**config.mk**
```make
export PLATFORM = sky130hd
export DESIGN_NAME = fetch_sequencer
export DESIGN_NICKNAME = d
export VERILOG_FILES = /design/src/rtl/risc_pkg.sv /design/src/rtl/fetch_predecode.sv /design/src/rtl/fetch_sequencer.sv
export SDC_FILE = /design/constraint.sdc
export NUM_CORES = 1
export LEC_CHECK = 0
export ABC_AREA = 1
export CORE_MARGIN = 2
export CORE_UTILIZATION = 45
export DETAILED_ROUTE_END_ITERATION = 10
export PLACE_DENSITY = 0.81
export SYNTH_ARGS = -nofsm -noshare
export SYNTH_HDL_FRONTEND = slang
export SYNTH_SLANG_ARGS = --single-unit
```
**constraint.sdc**
```tcl
create_clock -name clk -period 3.2 [get_ports clk]
set_input_delay 0.64 -clock clk [delete_from_list [all_inputs] [get_ports clk]]
set_output_delay 0.64 -clock clk [all_outputs]
set_load 0.02 [all_outputs]
```
**src/rtl/risc_pkg.sv**
```systemverilog
// risc_pkg: definitions shared by the RISC core front end.
//   - 5-bit opcode constants (NOP..LSR, values 0..21)
//   - position of the opcode field inside a 17-bit instruction
//   - fetch FSM state encoding
//   - is_ctrl_flow(): 1 for opcodes that redirect or may redirect the PC
package risc_pkg;

  // Opcode field position inside the instruction word.
  localparam int OPC_MSB = 16;
  localparam int OPC_LSB = 12;
  localparam int OPC_W   = OPC_MSB - OPC_LSB + 1;

  localparam logic [OPC_W-1:0] OPC_NOP = 5'd0;
  localparam logic [OPC_W-1:0] OPC_LDI = 5'd1;
  localparam logic [OPC_W-1:0] OPC_JML = 5'd2;
  localparam logic [OPC_W-1:0] OPC_JMP = 5'd3;
  localparam logic [OPC_W-1:0] OPC_LD  = 5'd4;
  localparam logic [OPC_W-1:0] OPC_ST  = 5'd5;
  localparam logic [OPC_W-1:0] OPC_MOV = 5'd6;
  localparam logic [OPC_W-1:0] OPC_JMR = 5'd7;
  localparam logic [OPC_W-1:0] OPC_ADD = 5'd8;
  localparam logic [OPC_W-1:0] OPC_SUB = 5'd9;
  localparam logic [OPC_W-1:0] OPC_AND = 5'd10;
  localparam logic [OPC_W-1:0] OPC_BZ  = 5'd11;
  localparam logic [OPC_W-1:0] OPC_OR  = 5'd12;
  localparam logic [OPC_W-1:0] OPC_XOR = 5'd13;
  localparam logic [OPC_W-1:0] OPC_NOT = 5'd14;
  localparam logic [OPC_W-1:0] OPC_CMP = 5'd15;
  localparam logic [OPC_W-1:0] OPC_INC = 5'd16;
  localparam logic [OPC_W-1:0] OPC_OUT = 5'd17;
  localparam logic [OPC_W-1:0] OPC_IN  = 5'd18;
  localparam logic [OPC_W-1:0] OPC_BNZ = 5'd19;
  localparam logic [OPC_W-1:0] OPC_LSL = 5'd20;
  localparam logic [OPC_W-1:0] OPC_LSR = 5'd21;

  // Fetch FSM states.
  typedef enum logic [1:0] {
    IDLE    = 2'd0,
    RUN     = 2'd1,
    WAIT_BR = 2'd2
  } fetch_state_t;

  // Undefined opcodes (22..31) are deliberately treated as sequential.
  function automatic logic is_ctrl_flow(input logic [OPC_W-1:0] opcode);
    logic r;
    case (opcode)
      OPC_JML, OPC_JMP, OPC_JMR, OPC_BZ, OPC_BNZ: r = 1'b1;
      default:                                     r = 1'b0;
    endcase
    return r;
  endfunction

endpackage

```
**src/rtl/fetch_predecode.sv**
```systemverilog
// fetch_predecode: combinational control-flow detector.
//   opcode  in  5  opcode field of the instruction being fetched
//   is_ctrl out 1  1 when the opcode is JML, JMP, JMR, BZ or BNZ
// Also reused by hazard logic, so it stays a standalone module.
module fetch_predecode
  import risc_pkg::*;
(
  input  logic [OPC_W-1:0] opcode,
  output logic             is_ctrl
);

  always_comb begin
    is_ctrl = is_ctrl_flow(opcode);
  end

endmodule

```
**src/rtl/fetch_sequencer.sv**
```systemverilog
// fetch_sequencer: instruction-fetch controller.
// Owns the program counter, addresses a combinational program memory,
// captures each instruction into a one-entry instruction register (IR) and
// holds fetch after any control-flow instruction until execute resolves it.
//
// Ports:
//   clk            in   rising-edge clock
//   reset          in   asynchronous active-low reset
//   en             in   run enable; 0 stops new fetches
//   pm_addr        out  program memory address (always equals pc)
//   pm_data        in   instruction returned by program memory
//   ir_valid       out  IR holds a valid instruction
//   ir_data        out  IR contents
//   ir_pc          out  address ir_data was fetched from
//   ir_ready       in   decode accepts ir_data this cycle
//   resolve_valid  in   execute resolved the outstanding control flow
//   resolve_taken  in   1 = redirect to resolve_target, 0 = fall through
//   resolve_target in   redirect address
//   stall          out  1 while waiting for resolution
//   dbg_state      out  current FSM state, for observation only
//
// Handshake: an IR entry transfers to decode on every rising edge where
// ir_valid && ir_ready are both high. While ir_valid is high and ir_ready is
// low, ir_data/ir_pc are held unchanged. A new instruction may be written in
// the same cycle the old one is accepted, giving one instruction per cycle.
module fetch_sequencer
  import risc_pkg::*;
#(
  parameter int              AW       = 8,
  parameter int              IW       = 17,
  parameter logic [AW-1:0]   RESET_PC = '0
) (
  input  logic          clk,
  input  logic          reset,
  input  logic          en,
  output logic [AW-1:0] pm_addr,
  input  logic [IW-1:0] pm_data,
  output logic          ir_valid,
  output logic [IW-1:0] ir_data,
  output logic [AW-1:0] ir_pc,
  input  logic          ir_ready,
  input  logic          resolve_valid,
  input  logic          resolve_taken,
  input  logic [AW-1:0] resolve_target,
  output logic          stall,
  output fetch_state_t  dbg_state
);

  fetch_state_t  state_q, state_d;
  logic [AW-1:0] pc_q, pc_d;
  logic          ir_valid_q, ir_valid_d;
  logic [IW-1:0] ir_data_q, ir_data_d;
  logic [AW-1:0] ir_pc_q, ir_pc_d;

  logic is_ctrl;
  logic free;
  logic load;

  fetch_predecode u_predecode (
    .opcode  (pm_data[OPC_MSB:OPC_LSB]),
    .is_ctrl (is_ctrl)
  );

  // The IR can take a new word if it is empty or is being drained this cycle.
  assign free = !ir_valid_q || ir_ready;
  assign load = (state_q == RUN) && en && free;

  // State register.
  always_ff @(posedge clk or negedge reset) begin
    if (!reset) begin
      state_q <= IDLE;
    end else begin
      state_q <= state_d;
    end
  end

  // Datapath registers.
  always_ff @(posedge clk or negedge reset) begin
    if (!reset) begin
      pc_q       <= RESET_PC;
      ir_valid_q <= 1'b0;
      ir_data_q  <= '0;
      ir_pc_q    <= '0;
    end else begin
      pc_q       <= pc_d;
      ir_valid_q <= ir_valid_d;
      ir_data_q  <= ir_data_d;
      ir_pc_q    <= ir_pc_d;
    end
  end

  // Next-state logic.
  always_comb begin
    state_d = state_q;
    case (state_q)
      IDLE: begin
        if (en) state_d = RUN;
      end
      RUN: begin
        if (!en)                state_d = IDLE;
        else if (load && is_ctrl) state_d = WAIT_BR;
      end
      WAIT_BR: begin
        // en=0 does not abandon the wait; it only picks where we land.
        if (resolve_valid) state_d = en ? RUN : IDLE;
      end
      default: state_d = IDLE;
    endcase
  end

  // PC and IR update.
  always_comb begin
    pc_d       = pc_q;
    ir_valid_d = ir_valid_q;
    ir_data_d  = ir_data_q;
    ir_pc_d    = ir_pc_q;

    if (load) begin
      ir_data_d  = pm_data;
      ir_pc_d    = pc_q;
      ir_valid_d = 1'b1;
      pc_d       = pc_q + AW'(1);
    end else if (ir_valid_q && ir_ready) begin
      ir_valid_d = 1'b0;
    end

    // pc already points past the control-flow instruction, so a not-taken
    // resolution needs no PC change. Loads never happen in WAIT_BR.
    if ((state_q == WAIT_BR) && resolve_valid && resolve_taken) begin
      pc_d = resolve_target;
    end
  end

  assign pm_addr   = pc_q;
  assign ir_valid  = ir_valid_q;
  assign ir_data   = ir_data_q;
  assign ir_pc     = ir_pc_q;
  assign stall     = (state_q == WAIT_BR);
  assign dbg_state = state_q;

endmodule
```
==> results of run 1 <==
## routing by layer
metal	up-vias	track usage, %
met5	-	0
li1	776	-
met4	0	3.99
met2	56	29.9
met1	660	24.0
met3	2	6.87
## power by group through the flow
| stage | clock network (W) | logic (W) | registers (W) |
|---|---|---|---|
| after floorplan | 0 | 0.000252 | 0.000945 |
| after global placement | 0 | 0.000875 | 0.000757 |
| after detailed placement | 0 | 0.000890 | 0.000752 |
| after CTS | 0.000264 | 0.000893 | 0.000747 |
| after global routing | 0.000290 | 0.000957 | 0.000770 |
| final | 0.000256 | 0.000883 | 0.000748 |
## layout make-up
type	count	area, sq um
multi-input combinational	146	642
inverter	16	60.1
fill	286	1010
clock buffer	7	55.1
sequential	36	901
tap	46	57.6
timing repair buffer	69	681
clock inverter	1	7.51
## cell usage after synthesis
| cell type | count | area share (%) |
|---|---|---|
| nand2_1 | 98 | 22 |
| o21ai_0 | 5 | 1.5 |
| nand3_2 | 1 | 0.61 |
| nor2_4 | 1 | 0.69 |
| nor2_2 | 2 | 0.76 |
| o21ai_2 | 3 | 1.6 |
| ha_1 | 1 | 0.76 |
| nand4_1 | 1 | 0.38 |
| or2_2 | 3 | 1.1 |
| buf_4 | 2 | 0.92 |
| nand3_1 | 16 | 4.9 |
| buf_6 | 1 | 0.69 |
| inv_1 | 14 | 3.2 |
| inv_2 | 2 | 0.46 |
| nand3b_1 | 1 | 0.46 |
| o21ai_1 | 5 | 1.5 |
| a21oi_1 | 2 | 0.61 |
| buf_2 | 2 | 0.61 |
| dfrtp_1 | 36 | 55 |
| nand2_2 | 1 | 0.38 |
| nor2_1 | 6 | 1.4 |
## logic make-up after synthesis
logic type,count (synthesis)
buffers and inverters,21
DFF,36
adders and majority gates,1
and+or+nand+nor,130
AOI/OAI and AO/OA,15
## registers in the layout, indices dropped and copies added (netlist names)
signal,count
ir_pc,8
dbg_state,2
ir_valid,1
pm_addr,8
ir_data,17
## worst max-delay path: stages (launching register included)
cell and delay, ns:
dfrtp_1 0.43, nor2_2 0.17, clkdlybuf4s50_1 0.63
## worst min path at each step
| stage | startpoint | end | slack, ns | cells after the start |
|---|---|---|---|---|
| floorplan | reset | dbg_state[0] | 0.34 | 0 |
| global placement | ir_data[11] | ir_data[11] | 0.45 | 2 |
| detailed placement | ir_data[7] | ir_data[7] | 0.46 | 2 |
| CTS | reset | dbg_state[0] | 0.39 | 1 |
| global route | reset | dbg_state[0] | 0.41 | 1 |
| finish | reset | dbg_state[0] | 0.37 | 1 |
## per-stage QoR
stage,instance area [sq um],util [%],setup WS [ns],total power (W),hold slack (ns)
6_report,2400,70.4,0.994,0.00189,0.371
4_1_cts,2400,70.4,0.967,0.00190,0.386
2_1_floorplan,1640,-,1.72,0.00120,0.344
3_3_place_gp,2340,68.5,1.13,0.00163,0.453
3_5_place_dp,2340,68.5,1.09,0.00164,0.458
5_1_grt,2400,70.4,0.894,0.00202,0.405
==> run_results.csv, run 1 <==
group,metric,value,unit
power_and_ir_drop,combPwrFrac,46.8,%
timing,timing.fmax,0.453,GHz
logic_synthesis,synthSimpleGateAreaFrac,33.1,%
placed_design,gp_congestion,0.842,
layout,area_growth,46.6,%
worst_setup_path,startpoint,"dbg_state[0]",
floorplan,dieHeight,64.4,microns
detailed_routing,vias,1494,
detailed_routing,met2WireLength,1650,microns
clock_tree,clk_pin_slew_worst_paths,0.11,ns
timing,relSlewSlack,49.0,%
worst_setup_path,end_kind,"output port",
global_route,grt_pass1_vias,1354,
clock_tree,tritoncts,"built",
detailed_routing,wl_met1,1660,microns
logic_synthesis,synthXorXnorAreaFrac,0,%
layout,nets,306,
layout,final_common_cell,"nand2_1",
flow_run,maxCapViolations,0,
floorplan,start_util,48.0,%
detailed_routing,firstDrtPassIters,4,
clock_tree,cts_resized,0,
timing,setup_tns,0,ns
worst_setup_path,worstSetupPathType,"reg -> out",
timing,hold_viol,0,
detailed_routing,drc,0,
floorplan,core_area,3420,sq um
worst_setup_path,r2r_end,"pm_addr[2]",
clock_tree,cts_made_buffers,5,
logic_synthesis,synth_compound_area_share,5.27,%
power_and_ir_drop,ir_worst_vdd,0.462,mV
clock_tree,clock-sinks,36,
power_and_ir_drop,power.internal,0.00114,W
worst_setup_path,cp_data_required_time,2.56,ns
placed_design,place_inst,313,
worst_setup_path,crit_end,"stall",
layout,instances_no_fill,321,
worst_setup_path,reg2reg_depth,7,
logic_synthesis,synth.distinct_cells,21,
floorplan,die_area,4140,sq um
detailed_routing,via_per_inst,4.65,
logic_synthesis,synth_top_family_by_area,"simple AND/OR/NAND/NOR gates",
detailed_routing,wl_met3,339,microns
global_route,antenna_found_initial,0,
logic_synthesis,ys.warnings.count,0,
floorplan,rows,21,
clock_tree,htreeDepth,2,
detailed_routing,drt-initial-drc-count,83,
layout,antenna_cells,0,
run_status,status,"finished clean",
detailed_routing,highest_layer,"met4",
global_route,grt_start_max_net_pins,37,
timing,fin_skew,0.00748,ns
clock_tree,cts_buffer_depth,2,
worst_setup_path,crit_arrival,1.57,ns
global_route,grt_overflow,0,
clock_tree,hold_buffers,0,
logic_synthesis,syn-cell-area,1640,sq um
worst_setup_path,r2r_slack,1.76,ns
clock_tree,cts-root-buf,"clkbuf_4",
worst_setup_path,crit_fanout,4,
power_and_ir_drop,pwr_density_cell,785,nW/um^2
global_route,grt_first_pass_wirelength,5980,microns
detailed_routing,wl_per_cell,11.4,microns
power_and_ir_drop,p_sw_share,39.3,%
logic_synthesis,ys_seq_elements,36,
worst_setup_path,rr_startpoint,"ir_valid",
timing,rsz0062_at_grt,"false",
clock_tree,cts_setup_buffers,0,
logic_synthesis,synth-adder-area-share,0.763,%
floorplan,die_w,64.4,microns
global_route,track_usage,18.6,%
detailed_routing,routed_wirelength,3660,microns
worst_setup_path,startpoint_type,"flip-flop",
timing,slew_violations,0,
placed_design,port_buffers,67,
power_and_ir_drop,pwr-share-clk,13.6,%
power_and_ir_drop,leakage,1.16,nW
power_and_ir_drop,seq_power_share,39.6,%
timing,setup_viol,0,
layout,layout_common_cells,"nand2_1 (98), clkdlybuf4s50_1 (66), dfrtp_1 (36), nand3_1 (16), inv_1 (14)",
logic_synthesis,muxShareOfSynthArea,0,%
layout,drive_gt1_share,8.36,%
min_path,hp-class,"in -> async",
floorplan,ios,68,
detailed_routing,drt.antenna.violating_nets,0,
placed_design,hpwl,2700,microns
timing,worst_pin_slew,0.765,ns
power_and_ir_drop,p_switching,0.000743,W
timing,post-route-period-util,68.9,%
logic_synthesis,ys_seq_area_share,55.0,%
logic_synthesis,syn-num-nets,235,
logic_synthesis,synth_area_per_cell,8.07,sq um
logic_synthesis,synthCells,203,
clock_tree,insertion_delay,0.33,ns
timing,layout_min_cycle_time,2.21,ns
Note: power is estimated with default switching activity, not from simulation.
==> run 2: changes to the inputs <==
CORE_UTILIZATION = 42   (was 45)
PLACE_DENSITY = 0.76   (was 0.81)
clock period = 2.17 ns   (was 3.2 ns; I/O delays follow)
==> run 2 against run 1 <==
  * First-iteration DRC count is 22% higher
  * Cell count is 0.62% higher
  * Core utilization is 4.5 points lower
  * Die area grew 6.7%
  * Critical endpoint unchanged
  * Highest routed layer unchanged
==> run_results.csv, run 2 (same netlist as run 1, synthesis figures left out) <==
group,metric,value,unit
run_status,status,"finished clean",
timing,worst_pin_slew,0.784,ns
detailed_routing,wl_per_cell,12.0,microns
power_and_ir_drop,leakage,1.18,nW
layout,layout_common_cells,"nand2_1 (98), clkdlybuf4s50_1 (66), dfrtp_1 (36), nand3_1 (16), inv_1 (14)",
global_route,track_usage,19.2,%
global_route,grt_start_max_net_pins,37,
worst_setup_path,r2r_slack,0.81,ns
power_and_ir_drop,finalPower,0.00292,W
worst_setup_path,crit_path_top_delay_cell,"clkdlybuf4s50_1",
power_and_ir_drop,pwr_density_cell,1190,nW/um^2
clock_tree,clock-sinks,36,
timing,hold_viol,0,
global_route,antenna_found_initial,0,
timing,fin_skew,0.00774,ns
worst_setup_path,end_kind,"output port",
clock_tree,cts_setup_buffers,0,
timing,timing.fmax,0.518,GHz
global_route,grt_first_pass_wirelength,6360,microns
layout,largest_reg_flops,17,
floorplan,die_area,4420,sq um
floorplan,core_area,3720,sq um
clock_tree,cts_buffer_depth,2,
detailed_routing,via_per_inst,4.73,
worst_setup_path,cp_data_required_time,1.74,ns
timing,setup_tns,0,ns
power_and_ir_drop,ir_worst_vdd,0.654,mV
global_route,grt_pass1_vias,1389,
floorplan,die_w,66.5,microns
layout,final_common_cell,"nand2_1",
worst_setup_path,crit_arrival,1.50,ns
floorplan,ios,68,
placed_design,hpwl,2840,microns
worst_setup_path,startpoint_type,"flip-flop",
worst_setup_path,path_cells,"nor2_2 > clkdlybuf4s50_1",
floorplan,dieHeight,66.5,microns
layout,postLayoutCellArea,2450,sq um
layout,area_growth,49.3,%
detailed_routing,vias,1527,
detailed_routing,drt-initial-drc-count,101,
timing,rsz0062_at_grt,"false",
clock_tree,htreeDepth,2,
worst_setup_path,cp_slowest_stage_delay,0.64,ns
placed_design,gp_congestion,0.913,
clock_tree,insertion_delay,0.28,ns
worst_setup_path,worstSetupPathType,"reg -> out",
layout,nets,307,
placed_design,place_area,2350,sq um
worst_setup_path,crit_fanout,4,
floorplan,rows,22,
global_route,grt_overflow,0,
detailed_routing,firstDrtPassIters,4,
placed_design,port_buffers,67,
timing,slew_violations,0,
timing,setup_viol,0,
floorplan,start_util,44.1,%
flow_run,maxCapViolations,0,
detailed_routing,drt.antenna.violating_nets,0,
min_path,hp-class,"in -> async",
clock_tree,tritoncts,"built",
clock_tree,hold_buffers,0,
clock_tree,cts_made_buffers,5,
detailed_routing,drc,0,
clock_tree,clk_pin_slew_worst_paths,0.07,ns
timing,post-route-period-util,89.0,%
layout,antenna_cells,0,
timing,layout_min_cycle_time,1.93,ns
clock_tree,cts_resized,0,
timing,relSlewSlack,47.7,%
layout,drive_gt1_share,8.73,%
detailed_routing,routed_wirelength,3880,microns
clock_tree,cts-root-buf,"clkbuf_8",
run 2: cell count changes in the layout (fill, tap and decap cells not counted), sizes merged:
| cell | delta |
|---|---|
| buf | +1 |
| clkinvlp | -1 |
run 2: area by class of cell:
type | instances | area, sq um
inverters | 16 | 60.1
well taps | 48 | 60.1
repair buffers | 70 | 688
fillers | 317 | 1270
multi-input cells | 146 | 642
clock buffers | 7 | 96.3
flip-flops and latches | 36 | 901
run 2: worst max-delay path: cells and delay by family (launching register included):
family / cells / cell delay (ns)
buf+inv: 1 / 0.64
flops: 1 / 0.41
simple gates: 1 / 0.17
run 2: worst paths after layout:
path / start / endpoint / cells past startpoint
min in group clk: ir_data[6] / ir_data[6] / 2
worst max-delay path: dbg_state[0] / stall / 2
worst max register to register: dbg_state[1] / dbg_state[0] / 7
max in group asynchronous: reset / ir_data[3] / 1
worst min register to register: ir_data[6] / ir_data[6] / 2
worst min-delay path: reset / pm_addr[4] / 1
run 2: metrics by stage:
step                      instances  hold slack, ns  util [%]  worst slack [ns]
final                           323           0.230      65.9             0.238
after global routing            323           0.278      65.9             0.161
after CTS                       323           0.257      65.9             0.224
after detailed placement        316           0.457      63.3             0.330
after global placement          316           0.453      63.3             0.351
after floorplan                 203           0.138         -             0.690
run 2: routing by layer:
metal | up-vias | wire length, microns | GRT usage (%)
li1 | 774 | - | -
met1 | 687 | 1780 | 24.4
met2 | 62 | 1750 | 31.0
met3 | 4 | 308 | 5.91
met4 | 0 | 46 | 6.38
met5 | - | 0 | 0
run 2: report_power, final:
group          internal, W  leakage, nW  switching, W
Clock             0.000282       0.0503      0.000216
Sequential        0.000913        0.453      0.000202
Combinational     0.000622        0.682      0.000684
==> run 3: changes to the inputs <==
ABC_AREA = default   (was 1)
CTS_CLUSTER_SIZE = 14   (was default)
PLACE_DENSITY = 0.77   (was 0.76)
==> run 3 against run 2 <==
  * Critical path depth unchanged
  * Global-route usage shrank 0.23 points
  * Die area decreased by 2.9%
  * Via count shrank 10%
  * Non-clock buffer count grew 2
  * Highest routed layer unchanged
  * Total power down 12%
  * Synthesized area shrank 3.1%
==> run_results.csv, run 3 <==
group,metric,value,unit
logic_synthesis,synthTopCellsByArea,"dfrtp_1 (57%), nand2_1 (18%), xnor2_1 (2.2%)",
clock_tree,clock-sinks,36,
clock_tree,cts_resized,0,
timing,hold_ws,0.230,ns
worst_setup_path,rr_startpoint,"dbg_state[0]",
timing,relSlewSlack,47.6,%
layout,largest_reg_flops,17,
placed_design,dpl_worst_slack,0.146,ns
worst_setup_path,r2r_end,"pm_addr[6]",
timing,slew_violations,0,
layout,antenna_cells,0,
worst_setup_path,cp_slowest_stage_delay,0.63,ns
timing,hold_viol,0,
clock_tree,cts_buffer_depth,2,
layout,layout_common_cells,"nand2_1 (76), clkdlybuf4s50_1 (66), dfrtp_1 (36)",
power_and_ir_drop,ir_worst_vdd,0.517,mV
worst_setup_path,reg2reg_depth,4,
logic_synthesis,synth.distinct_cells,32,
logic_synthesis,syn-num-nets,201,
worst_setup_path,startpoint,"dbg_state[0]",
run_status,status,"finished clean",
clock_tree,hold_buffers,0,
detailed_routing,firstDrtPassIters,4,
timing,setup_ws,0.177,ns
clock_tree,cts_setup_buffers,0,
placed_design,place_area,2300,sq um
layout,nets,273,
worst_setup_path,worstSetupPathType,"reg -> out",
logic_synthesis,synth_ff_type,"dfrtp_1",
logic_synthesis,async_flop_share,100,%
worst_setup_path,cp_data_required_time,1.74,ns
floorplan,rows,22,
logic_synthesis,synthTopCellsByCount,"nand2_1 (76), dfrtp_1 (36), nor2_1 (5), o21ai_1 (5)",
layout,regArea,901,sq um
worst_setup_path,crit_end,"stall",
global_route,grt_start_max_net_pins,37,
floorplan,die_area,4290,sq um
detailed_routing,vias,1372,
timing,timing.fmax,0.502,GHz
layout,filler_cell_count,310,
timing,rsz0062_at_grt,"false",
floorplan,start_util,43.4,%
timing,setup_viol,0,
logic_synthesis,ys_seq_area_share,56.7,%
power_and_ir_drop,pwr_density_cell,1060,nW/um^2
timing,layout_min_cycle_time,1.99,ns
clock_tree,tritoncts,"built",
placed_design,gp_congestion,0.740,
floorplan,ios,68,
detailed_routing,drt-initial-drc-count,38,
detailed_routing,drc,0,
worst_setup_path,crit_path_top_delay_cell,"clkdlybuf4s50_1",
floorplan,die_w,65.5,microns
timing,post-route-period-util,91.8,%
placed_design,port_buffers,67,
placed_design,hpwl,2760,microns
clock_tree,cts_made_buffers,5,
floorplan,dieHeight,65.5,microns
flow_run,maxCapViolations,0,
clock_tree,cts-root-buf,"clkbuf_8",
timing,setup_tns,0,ns
layout,area_growth,52.2,%
timing,fin_skew,0.00513,ns
global_route,track_usage,19.0,%
power_and_ir_drop,leakage,1.11,nW
worst_setup_path,crit_fanout,4,
layout,multi_input_area,629,sq um
logic_synthesis,ys_seq_elements,36,
layout,final_common_cell,"nand2_1",
worst_setup_path,r2r_slack,0.64,ns
global_route,antenna_found_initial,0,
logic_synthesis,synth_area_leader_cell,"dfrtp_1",
logic_synthesis,synth_edf_count,0,
logic_synthesis,synth_area_per_cell,9.40,sq um
detailed_routing,via_per_inst,4.73,
detailed_routing,routed_wirelength,3680,microns
layout,postLayoutCellArea,2420,sq um
logic_synthesis,post-synth-top-area-fraction,56.7,%
layout,drive_gt1_share,9.09,%
timing,worst_pin_slew,0.786,ns
logic_synthesis,ys.warnings.count,0,
detailed_routing,wl_per_cell,12.7,microns
global_route,grt_first_pass_wirelength,6130,microns
worst_setup_path,crit_arrival,1.56,ns
worst_setup_path,startpoint_type,"flip-flop",
worst_setup_path,end_kind,"output port",
clock_tree,insertion_delay,0.28,ns
logic_synthesis,synthCells,169,
clock_tree,htreeDepth,2,
logic_synthesis,synth.most_common_cell,"nand2_1",
clock_tree,clk_pin_slew_worst_paths,0.07,ns
detailed_routing,drt.antenna.violating_nets,0,
min_path,hp-class,"in -> async",
global_route,grt_overflow,0,
global_route,grt_pass1_vias,1389,
worst_setup_path,path_cells,"nor2b_2 > clkdlybuf4s50_1",
logic_synthesis,syn-cell-area,1590,sq um
floorplan,core_area,3660,sq um
[run 3: cell types whose count changed in the layout (fill, tap and decap cells not counted), sizes merged, moves of 3 or more]
cell   previous run  this run
xnor2             0         4
nor2              9         6
nor3              0         3
inv              16         3
o21ai            13         6
nand3            17         4
nand2            99        76
[run 3: report_power, final]
group          switching, W  total, W  internal (W)
Clock              0.000239  0.000578      0.000340
Combinational      0.000477  0.000966      0.000490
Sequential         0.000164   0.00102      0.000855
Total              0.000879   0.00256       0.00168
[run 3: worst min-delay path by stage]
stage                         endpoint  cells past startpoint        start
after detailed placement   ir_data[14]                      2  ir_data[14]
final                       pm_addr[5]                      1        reset
after CTS                   ir_data[3]                      1        reset
after global routing        ir_data[8]                      1        reset
after floorplan           dbg_state[0]                      0        reset
after global placement        ir_pc[4]                      2     ir_pc[4]
[run 3: routing by layer]
| layer | vias up | track usage, % | routed length (microns) |
|---|---|---|---|
| met1 | 630 | 23.5 | 1660 |
| met4 | 0 | 5.47 | 22 |
| met5 | - | 0 | 0 |
| li1 | 688 | - | - |
| met3 | 2 | 5.48 | 255 |
| met2 | 52 | 32.1 | 1740 |
[run 3: worst max-delay path: cells and delay by family, from the launching register on]
family	cells	cell delay [ns]
buf+inv	1	0.63
flops	1	0.45
simple gates	1	0.20
[run 3: cell families after synthesis]
group / count (synthesis) / synth area share [%]
adder cells (fa/ha/maj): 1 / 0.788
AND/OR/NAND/NOR: 100 / 28.6
buffers and inverters: 10 / 3.62
multiplexers: 2 / 1.58
XOR/XNOR: 4 / 2.21
AO/OA/AOI/OAI: 16 / 6.46
flip-flops: 36 / 56.7
[run 3: metrics by stage]
step | utilization (%) | power, W | instances
final | 66.0 | 0.00256 | 290
after CTS | 66.0 | 0.00259 | 290
after floorplan | - | 0.00148 | 169
after detailed placement | 63.0 | 0.00201 | 282
after global placement | 63.0 | 0.00199 | 282
after global routing | 66.0 | 0.00273 | 290
[run 3: area by class of cell]
cell class,count,share of cell area [%]
timing repair buffer,72,29.1
clock inverter,3,1.76
inverter,3,0.466
tap,48,2.49
clock buffer,5,2.85
multi-input combinational,123,26.0
sequential,36,37.3
